<file path="config.mk">
export PLATFORM = sky130hd
export DESIGN_NAME = vector_load_handler_flat
export DESIGN_NICKNAME = d
export VERILOG_FILES = /design/src/rtl/vector_load_handler_if.sv /design/src/rtl/vector_load_handler.sv /design/src/flat_wrapper.sv
export SDC_FILE = /design/constraint.sdc
export NUM_CORES = 1
export LEC_CHECK = 0
export CAP_MARGIN = 40
export CELL_PAD_IN_SITES_DETAIL_PLACEMENT = 1
export CELL_PAD_IN_SITES_GLOBAL_PLACEMENT = 1
export CORE_MARGIN = 10
export CORE_UTILIZATION = 43
export DETAILED_ROUTE_END_ITERATION = 12
export PLACE_DENSITY = 0.87
export SETUP_SLACK_MARGIN = 0.5
export SYNTH_ARGS = -nofsm -noshare
export SYNTH_HDL_FRONTEND = slang
export SYNTH_SLANG_ARGS = --single-unit
</file>
<file path="constraint.sdc">
create_clock -name clk -period 5.25 [get_ports clk]
set_input_delay 0.7875 -clock clk [delete_from_list [all_inputs] [get_ports clk]]
set_output_delay 0.7875 -clock clk [all_outputs]
set_load 0.02 [all_outputs]
</file>
<file path="src/rtl/vector_load_handler_if.sv">
// Bus bundle for vector_load_handler.
// slave  : the load handler. It takes the request and memory read data, and
//          drives the memory address, the stall and the writeback data.
// master : the pipeline/memory side. It drives the request and read data.
// Signals:
//   Address, Vectorop, ReadEn   load request
//   MemoryDataRead              data returned by data memory
//   Out_Address                 registered read address to memory
//   BlockPipeLd                 pipeline stall
//   VectorData, VectorValid     assembled vector and its completion pulse
//   ScalarData, ScalarValid     scalar load data and its valid pulse
interface vector_load_handler_if #(
    parameter int DATA_WIDTH = 16,
    parameter int LANES      = 16,
    parameter int ADDR_WIDTH = 19
);
    logic [ADDR_WIDTH-1:0]             Address;
    logic                              Vectorop;
    logic                              ReadEn;
    logic [DATA_WIDTH-1:0]             MemoryDataRead;
    logic [ADDR_WIDTH-1:0]             Out_Address;
    logic                              BlockPipeLd;
    logic [LANES-1:0][DATA_WIDTH-1:0]  VectorData;
    logic                              VectorValid;
    logic [DATA_WIDTH-1:0]             ScalarData;
    logic                              ScalarValid;

    modport master (
        output Address, Vectorop, ReadEn, MemoryDataRead,
        input  Out_Address, BlockPipeLd, VectorData, VectorValid,
               ScalarData, ScalarValid
    );

    modport slave (
        input  Address, Vectorop, ReadEn, MemoryDataRead,
        output Out_Address, BlockPipeLd, VectorData, VectorValid,
               ScalarData, ScalarValid
    );
endinterface

</file>
<file path="src/rtl/vector_load_handler.sv">
// Memory-stage load handler.
// A vector load issues LANES consecutive word reads from a latched base
// address, collects the returned words into VectorData lane by lane, and
// stalls the pipeline until the vector is complete. A scalar load is a single
// non-stalling read whose data is passed straight through.
// Ports:
//   clk  clock, rising edge
//   rst  asynchronous active-low reset
//   bus  vector_load_handler_if.slave (request, memory port, writeback)

// One vector lane register, written when its capture slot comes up.
module vlh_lane #(
    parameter int DATA_WIDTH = 16
) (
    input  logic                  clk,
    input  logic                  rst,
    input  logic                  en,
    input  logic [DATA_WIDTH-1:0] d,
    output logic [DATA_WIDTH-1:0] q
);
    always_ff @(posedge clk or negedge rst) begin
        if (!rst)    q <= '0;
        else if (en) q <= d;
    end
endmodule

module vector_load_handler #(
    parameter int DATA_WIDTH  = 16,
    parameter int LANES       = 16,
    parameter int ADDR_WIDTH  = 19,
    parameter int MEM_LATENCY = 1
) (
    input  logic                   clk,
    input  logic                   rst,
    vector_load_handler_if.slave   bus
);
    localparam int CW = $clog2(LANES);

    typedef enum logic [1:0] {IDLE, ISSUE, DRAIN, DONE} state_t;

    state_t                            state;
    logic [ADDR_WIDTH-1:0]             base;
    logic [ADDR_WIDTH-1:0]             out_addr;
    logic [CW-1:0]                     issue_cnt;
    logic [CW-1:0]                     cap_cnt;
    logic                              vec_valid;
    // Bit 0 marks a read whose address was just registered; bit MEM_LATENCY
    // marks that its data is on MemoryDataRead this cycle. Vector-lane reads
    // and scalar reads are tagged in separate pipes so an in-flight scalar
    // is never captured as a lane.
    logic [MEM_LATENCY:0]              vld_pipe;
    logic [MEM_LATENCY:0]              sld_pipe;
    logic [LANES-1:0][DATA_WIDTH-1:0]  lane_q;

    logic accept_vec, accept_sc, issue_vec, cap, last_cap;

    assign accept_vec = (state == IDLE) && bus.ReadEn && bus.Vectorop;
    assign accept_sc  = (state == IDLE) && bus.ReadEn && !bus.Vectorop;
    assign issue_vec  = accept_vec || (state == ISSUE);
    assign cap        = vld_pipe[MEM_LATENCY];
    assign last_cap   = cap && (cap_cnt == CW'(LANES - 1));

    always_ff @(posedge clk or negedge rst) begin
        if (!rst) begin
            state     <= IDLE;
            base      <= '0;
            out_addr  <= '0;
            issue_cnt <= '0;
            cap_cnt   <= '0;
            vec_valid <= 1'b0;
            vld_pipe  <= '0;
            sld_pipe  <= '0;
        end else begin
            vld_pipe  <= {vld_pipe[MEM_LATENCY-1:0], issue_vec};
            sld_pipe  <= {sld_pipe[MEM_LATENCY-1:0], accept_sc};
            vec_valid <= 1'b0;
            // LANES is a power of two, so the counter returns to 0 after
            // the last lane without an explicit clear.
            if (cap) cap_cnt <= cap_cnt + CW'(1);
            case (state)
                IDLE: begin
                    if (accept_vec) begin
                        base      <= bus.Address;
                        out_addr  <= bus.Address;
                        issue_cnt <= CW'(1);
                        state     <= ISSUE;
                    end else if (accept_sc) begin
                        out_addr  <= bus.Address;
                    end
                end
                ISSUE: begin
                    // Address arithmetic wraps modulo 2^ADDR_WIDTH.
                    out_addr  <= base + ADDR_WIDTH'(issue_cnt);
                    issue_cnt <= issue_cnt + CW'(1);
                    if (issue_cnt == CW'(LANES - 1)) state <= DRAIN;
                end
                DRAIN: begin
                    // The last lane is always captured here: its read is
                    // issued at the ISSUE->DRAIN edge.
                    if (last_cap) begin
                        state     <= DONE;
                        vec_valid <= 1'b1;
                    end
                end
                DONE:    state <= IDLE;
                default: state <= IDLE;
            endcase
        end
    end

    for (genvar i = 0; i < LANES; i++) begin : g_lane
        logic en;
        assign en = cap && (cap_cnt == CW'(i));
        vlh_lane #(.DATA_WIDTH(DATA_WIDTH)) u_lane (
            .clk (clk),
            .rst (rst),
            .en  (en),
            .d   (bus.MemoryDataRead),
            .q   (lane_q[i])
        );
    end

    assign bus.Out_Address = out_addr;
    assign bus.VectorData  = lane_q;
    assign bus.VectorValid = vec_valid;
    assign bus.ScalarData  = bus.MemoryDataRead;
    assign bus.ScalarValid = sld_pipe[MEM_LATENCY];
    // The stall includes the accept cycle itself and drops in DONE, so the
    // pipeline advances exactly with VectorValid. It is held low in reset.
    assign bus.BlockPipeLd = rst && ((state == ISSUE) || (state == DRAIN) || accept_vec);
endmodule

</file>
<file path="src/flat_wrapper.sv">
// flat-port wrapper written by rule: the top's interface ports become plain ports
module vector_load_handler_flat 
#(
    parameter int DATA_WIDTH  = 16,
    parameter int LANES       = 16,
    parameter int ADDR_WIDTH  = 19,
    parameter int MEM_LATENCY = 1
)
  (clk, rst, bus_Address, bus_Vectorop, bus_ReadEn, bus_MemoryDataRead, bus_Out_Address, bus_BlockPipeLd, bus_VectorData, bus_VectorValid, bus_ScalarData, bus_ScalarValid);
  vector_load_handler_if #(.DATA_WIDTH(DATA_WIDTH), .LANES(LANES), .ADDR_WIDTH(ADDR_WIDTH)) bus_i ();
  input  logic clk;
  input  logic rst;
  input wire logic [$bits(bus_i.Address)-1:0] bus_Address;
  input wire logic [$bits(bus_i.Vectorop)-1:0] bus_Vectorop;
  input wire logic [$bits(bus_i.ReadEn)-1:0] bus_ReadEn;
  input wire logic [$bits(bus_i.MemoryDataRead)-1:0] bus_MemoryDataRead;
  output wire logic [$bits(bus_i.Out_Address)-1:0] bus_Out_Address;
  output wire logic [$bits(bus_i.BlockPipeLd)-1:0] bus_BlockPipeLd;
  output wire logic [$bits(bus_i.VectorData)-1:0] bus_VectorData;
  output wire logic [$bits(bus_i.VectorValid)-1:0] bus_VectorValid;
  output wire logic [$bits(bus_i.ScalarData)-1:0] bus_ScalarData;
  output wire logic [$bits(bus_i.ScalarValid)-1:0] bus_ScalarValid;
  assign bus_i.Address = bus_Address;
  assign bus_i.Vectorop = bus_Vectorop;
  assign bus_i.ReadEn = bus_ReadEn;
  assign bus_i.MemoryDataRead = bus_MemoryDataRead;
  assign bus_Out_Address = bus_i.Out_Address;
  assign bus_BlockPipeLd = bus_i.BlockPipeLd;
  assign bus_VectorData = bus_i.VectorData;
  assign bus_VectorValid = bus_i.VectorValid;
  assign bus_ScalarData = bus_i.ScalarData;
  assign bus_ScalarValid = bus_i.ScalarValid;
  vector_load_handler #(.DATA_WIDTH(DATA_WIDTH), .LANES(LANES), .ADDR_WIDTH(ADDR_WIDTH), .MEM_LATENCY(MEM_LATENCY)) u_core (.clk(clk), .rst(rst), .bus(bus_i));
endmodule
</file>
==> results.sh <==
export IMPL_design_portCount=333
export IMPL_number_of_placed_cells_counting_well_taps=1506
export IMPL_buffer_levels_on_the_longest_clock_path=3
export IMPL_criticalPathCategory="input port to primary output"
export IMPL_gpl_final_weighted_congestion=0.833
export IMPL_die_y_microns=192
export IMPL_critPathBufInv=2
export IMPL_drv_max_cap_violation_count=0
export IMPL_drive_above_1_share=0.304
export IMPL_worst_hold_path_type="input port to asynchronous set/reset pin"
export IMPL_power_switching_fraction=0.246
export IMPL_postSynth_topFlopCell="sky130_fd_sc_hd__dfrtp_1"
export IMPL_finalSetupTns_ns=0
export IMPL_layout_filler_cells=2681
export IMPL_cts_repair_resize_count=0
export IMPL_timing_critical_path_mode_cell="sky130_fd_sc_hd__clkdlybuf4s50_1"
export IMPL_cts_root_buf="sky130_fd_sc_hd__clkbuf_16"
export IMPL_finalNetCount=1215
export IMPL_num_rows=62
export IMPL_antenna_found_initial=2
export IMPL_groute_usage_overall=0.236
export IMPL_antenna_left=0
export IMPL_number_of_flops_mapped_to_enable_cells_by_yosys=0
export IMPL_drt_first_iter_violations=335
export IMPL_synthesis_area_per_instance_sq_um=15.1
export IMPL_slowest_stage="sky130_fd_sc_hd__clkdlybuf4s50_1"
export IMPL_comb_power_share=0.110
export IMPL_final_max_slew_viol_count=0
export IMPL_vias_in_the_first_global_route=9291
export IMPL_place_ws_ns=1.90
export IMPL_critical_path_top_delay_family="buffers and inverters"
export IMPL_yosys_cell_types_count=44
export IMPL_synth_yosys_warnings=0
export IMPL_tightestPinTransition_ns=1.03
export IMPL_grt_pass1_wl_microns=65100
export IMPL_route_vias_total=8483
export IMPL_pin_count_of_the_biggest_net_entering_global_routing=178
export IMPL_die_x_microns=192
export IMPL_hold_viol=0
export IMPL_initial_utilization=0.440
export IMPL_fraction_of_power_consumed_by_sequential_logic=0.446
export IMPL_slew_headroom=0.312
export IMPL_routedWlPerCell_microns=28.7
export IMPL_syn_inst=843
export IMPL_utilization=0.605
export IMPL_max_vdd_ir_drop_v=0.000197
export IMPL_timing_fmax_mhz=297
export IMPL_outcome="finished clean"
export IMPL_grt_setup_unrepaired="no"
export IMPL_clock_skew_ns=0.0232
export IMPL_ys_seq_elements=309
export IMPL_finalCriticalPeriod_ns=3.37
export IMPL_power_total_mw=5.71
export IMPL_hpwl_microns=30800
export IMPL_cts_hold_fix_buffers=0
export IMPL_final_cell_mix="331 x sky130_fd_sc_hd__clkdlybuf4s50_1, 309 x sky130_fd_sc_hd__dfrtp_1, 231 x sky130_fd_sc_hd__mux2_2, 40 x sky130_fd_sc_hd__mux2_4, 37 x sky130_fd_sc_hd__clkbuf_16"
export IMPL_routed_via_density=5.39
export IMPL_setup_viol_count_final=0
export IMPL_clock_power_share=0.443
export IMPL_p_int_mw=4.31
export IMPL_post_cts_repair_setup_buffers=0
export IMPL_start_kind="input port"
export IMPL_final_period_utilization=0.642
export IMPL_ys_async_sr_fraction=1.00
export IMPL_switchingPower_mw=1.41
export IMPL_synth_area_sq_um=12700
export IMPL_layout_area_seq_sq_um=7730
export IMPL_clock_edge_transition_at_the_registers_on_the_reported_setup_and_hold_paths_ns=0.06
export IMPL_global_route_overflow_total=0
export IMPL_critical_path_required_ns=4.46
export IMPL_clock_insertion_delay_worst_skew_ns=0.51
export IMPL_worst_path_largest_cell_delay_ns=1.03
export IMPL_cts_htree_levels=2
export IMPL_worst_setup_margin_ns=1.88
export IMPL_critPathCaptureType="primary output"
export IMPL_static_leakage_power_nw=7.51
export IMPL_synthesis_nets=896
export IMPL_cell_chain_critical_path="clkdlybuf4s50_1, clkdlybuf4s50_1"
export IMPL_cts_tree="yes"
export IMPL_clock_sinks=309
export IMPL_fp_dieArea_sq_um=36900
export IMPL_drc=0
export IMPL_post_layout_nonfiller_instances=1575
export IMPL_detailedRoute_firstPassIterationCount=5
export IMPL_layout_cells_most_common="sky130_fd_sc_hd__clkdlybuf4s50_1"
export IMPL_synth_seq_area_share=0.608
export IMPL_timing_critical_path_arrival_ns=2.58
export IMPL_std_cell_core_area_sq_um=28900
export IMPL_critical_path_max_fanout=17
export IMPL_cts_buffers=36
export IMPL_portBuffers=332
export IMPL_flow_area_growth_from_synthesis_pct=37.6
export IMPL_multi_input_area_sq_um=4550
export IMPL_power_density_nw_per_um2=326
export IMPL_detail_route_wirelength_microns=45200
worst paths after layout:
path | slack [ns] | endpoint | startpoint | depth (start not counted)
min in group clk | 0.36 | u_core.sld_pipe[1] | u_core.sld_pipe[0] | 0
max reg2reg | 2.61 | u_core.g_lane[4].u_lane.q[4] | u_core.cap_cnt[2] | 3
max | 1.88 | bus_ScalarData[5] | bus_MemoryDataRead[5] | 2
min reg2reg | 0.36 | u_core.sld_pipe[1] | u_core.sld_pipe[0] | 0
min | 0.24 | u_core.base[10] | rst | 1
max in group asynchronous | 3.58 | u_core.g_lane[14].u_lane.q[13] | rst | 2
sequential cells by signal, summed over array words and instances (netlist names):
| name | cells |
|---|---|
| u_core.g_lane.u_lane.q | 256 |
| u_core.base | 19 |
| u_core.bus.Out_Address | 19 |
| u_core.cap_cnt | 4 |
| u_core.issue_cnt | 4 |
| u_core.sld_pipe | 2 |
| u_core.state | 2 |
| u_core.vld_pipe | 2 |
| u_core.bus.VectorValid | 1 |
per-layer routing:
| metal | track usage | up-vias | wire [microns] |
|---|---|---|---|
| met3 | 0.0881 | 80 | 4240 |
| met1 | 0.262 | 4491 | 17000 |
| met4 | 0.0680 | 2 | 1280 |
| met5 | 0 | - | 13 |
| li1 | - | 3593 | - |
| met2 | 0.412 | 317 | 22700 |
through the flow:
| step | hold slack (ns) | cell area [sq um] |
|---|---|---|
| global route | 0.256 | 17500 |
| CTS | 0.252 | 17500 |
| global placement | 0.334 | 16200 |
| floorplan | 0.331 | 12700 |
| detailed placement | 0.342 | 16300 |
| finish | 0.239 | 17500 |
synth_stat cells (2+ instances only):
cell type | number | share of area
sky130_fd_sc_hd__a211oi_1 | 2 | 0.0012
sky130_fd_sc_hd__a21oi_1 | 24 | 0.0094
sky130_fd_sc_hd__a31oi_1 | 2 | 0.00098
sky130_fd_sc_hd__and3_1 | 9 | 0.0044
sky130_fd_sc_hd__and4_1 | 3 | 0.0021
sky130_fd_sc_hd__buf_2 | 16 | 0.0063
sky130_fd_sc_hd__buf_4 | 23 | 0.014
sky130_fd_sc_hd__buf_6 | 7 | 0.0062
sky130_fd_sc_hd__clkbuf_1 | 20 | 0.0059
sky130_fd_sc_hd__dfrtp_1 | 309 | 0.61
sky130_fd_sc_hd__ha_1 | 13 | 0.013
sky130_fd_sc_hd__inv_1 | 10 | 0.0030
sky130_fd_sc_hd__mux2_1 | 4 | 0.0035
sky130_fd_sc_hd__mux2_2 | 231 | 0.20
sky130_fd_sc_hd__mux2_4 | 40 | 0.047
sky130_fd_sc_hd__mux2i_1 | 2 | 0.0016
sky130_fd_sc_hd__nand2_1 | 18 | 0.0053
sky130_fd_sc_hd__nand3_1 | 10 | 0.0039
sky130_fd_sc_hd__nand3_2 | 5 | 0.0039
sky130_fd_sc_hd__nand3_4 | 4 | 0.0055
sky130_fd_sc_hd__nand4_1 | 5 | 0.0025
sky130_fd_sc_hd__nand4_2 | 4 | 0.0039
sky130_fd_sc_hd__nor2_1 | 18 | 0.0053
sky130_fd_sc_hd__nor2b_1 | 4 | 0.0020
sky130_fd_sc_hd__nor3_1 | 2 | 0.00079
sky130_fd_sc_hd__nor3_4 | 4 | 0.0051
sky130_fd_sc_hd__o21a_1 | 2 | 0.0012
sky130_fd_sc_hd__o21ai_0 | 16 | 0.0063
sky130_fd_sc_hd__o22ai_1 | 7 | 0.0034
sky130_fd_sc_hd__xnor2_1 | 5 | 0.0034
sky130_fd_sc_hd__xor2_1 | 11 | 0.0076
power groups by stage:
stage               clock network [mW]  logic (mW)  registers [mW]
detailed placement                   0       0.632            2.59
floorplan                            0       0.127            2.70
finish                            2.53       0.630            2.55
global placement                     0       0.614            2.58
CTS                               2.58       0.641            2.55
global route                      2.69       0.662            2.56
area by class of cell:
cell class                      count  area share
Sequential cell                   309       0.442
Multi-Input combinational cell    458       0.260
Timing Repair Buffer              347       0.200
Clock buffer                       53      0.0597
Tap cell                          384      0.0274
Clock inverter                     13     0.00879
Inverter                           10     0.00214
Antenna cell                        1    0.000143
kinds of logic (layout without fill, tap and decap cells):
group                      Yosys count  in the layout  share of synthesized area
other                                0              1                          0
and+or+nand+nor                     88             88                     0.0459
muxes                              277            277                      0.257
DFF                                309            309                      0.608
buffers and inverters               76            423                     0.0349
AOI/OAI and AO/OA                   63             63                     0.0294
adders and majority gates           14             14                     0.0144
xor gates and xnor gates            16             16                     0.0110
Note: power is estimated with default switching activity, not from simulation.
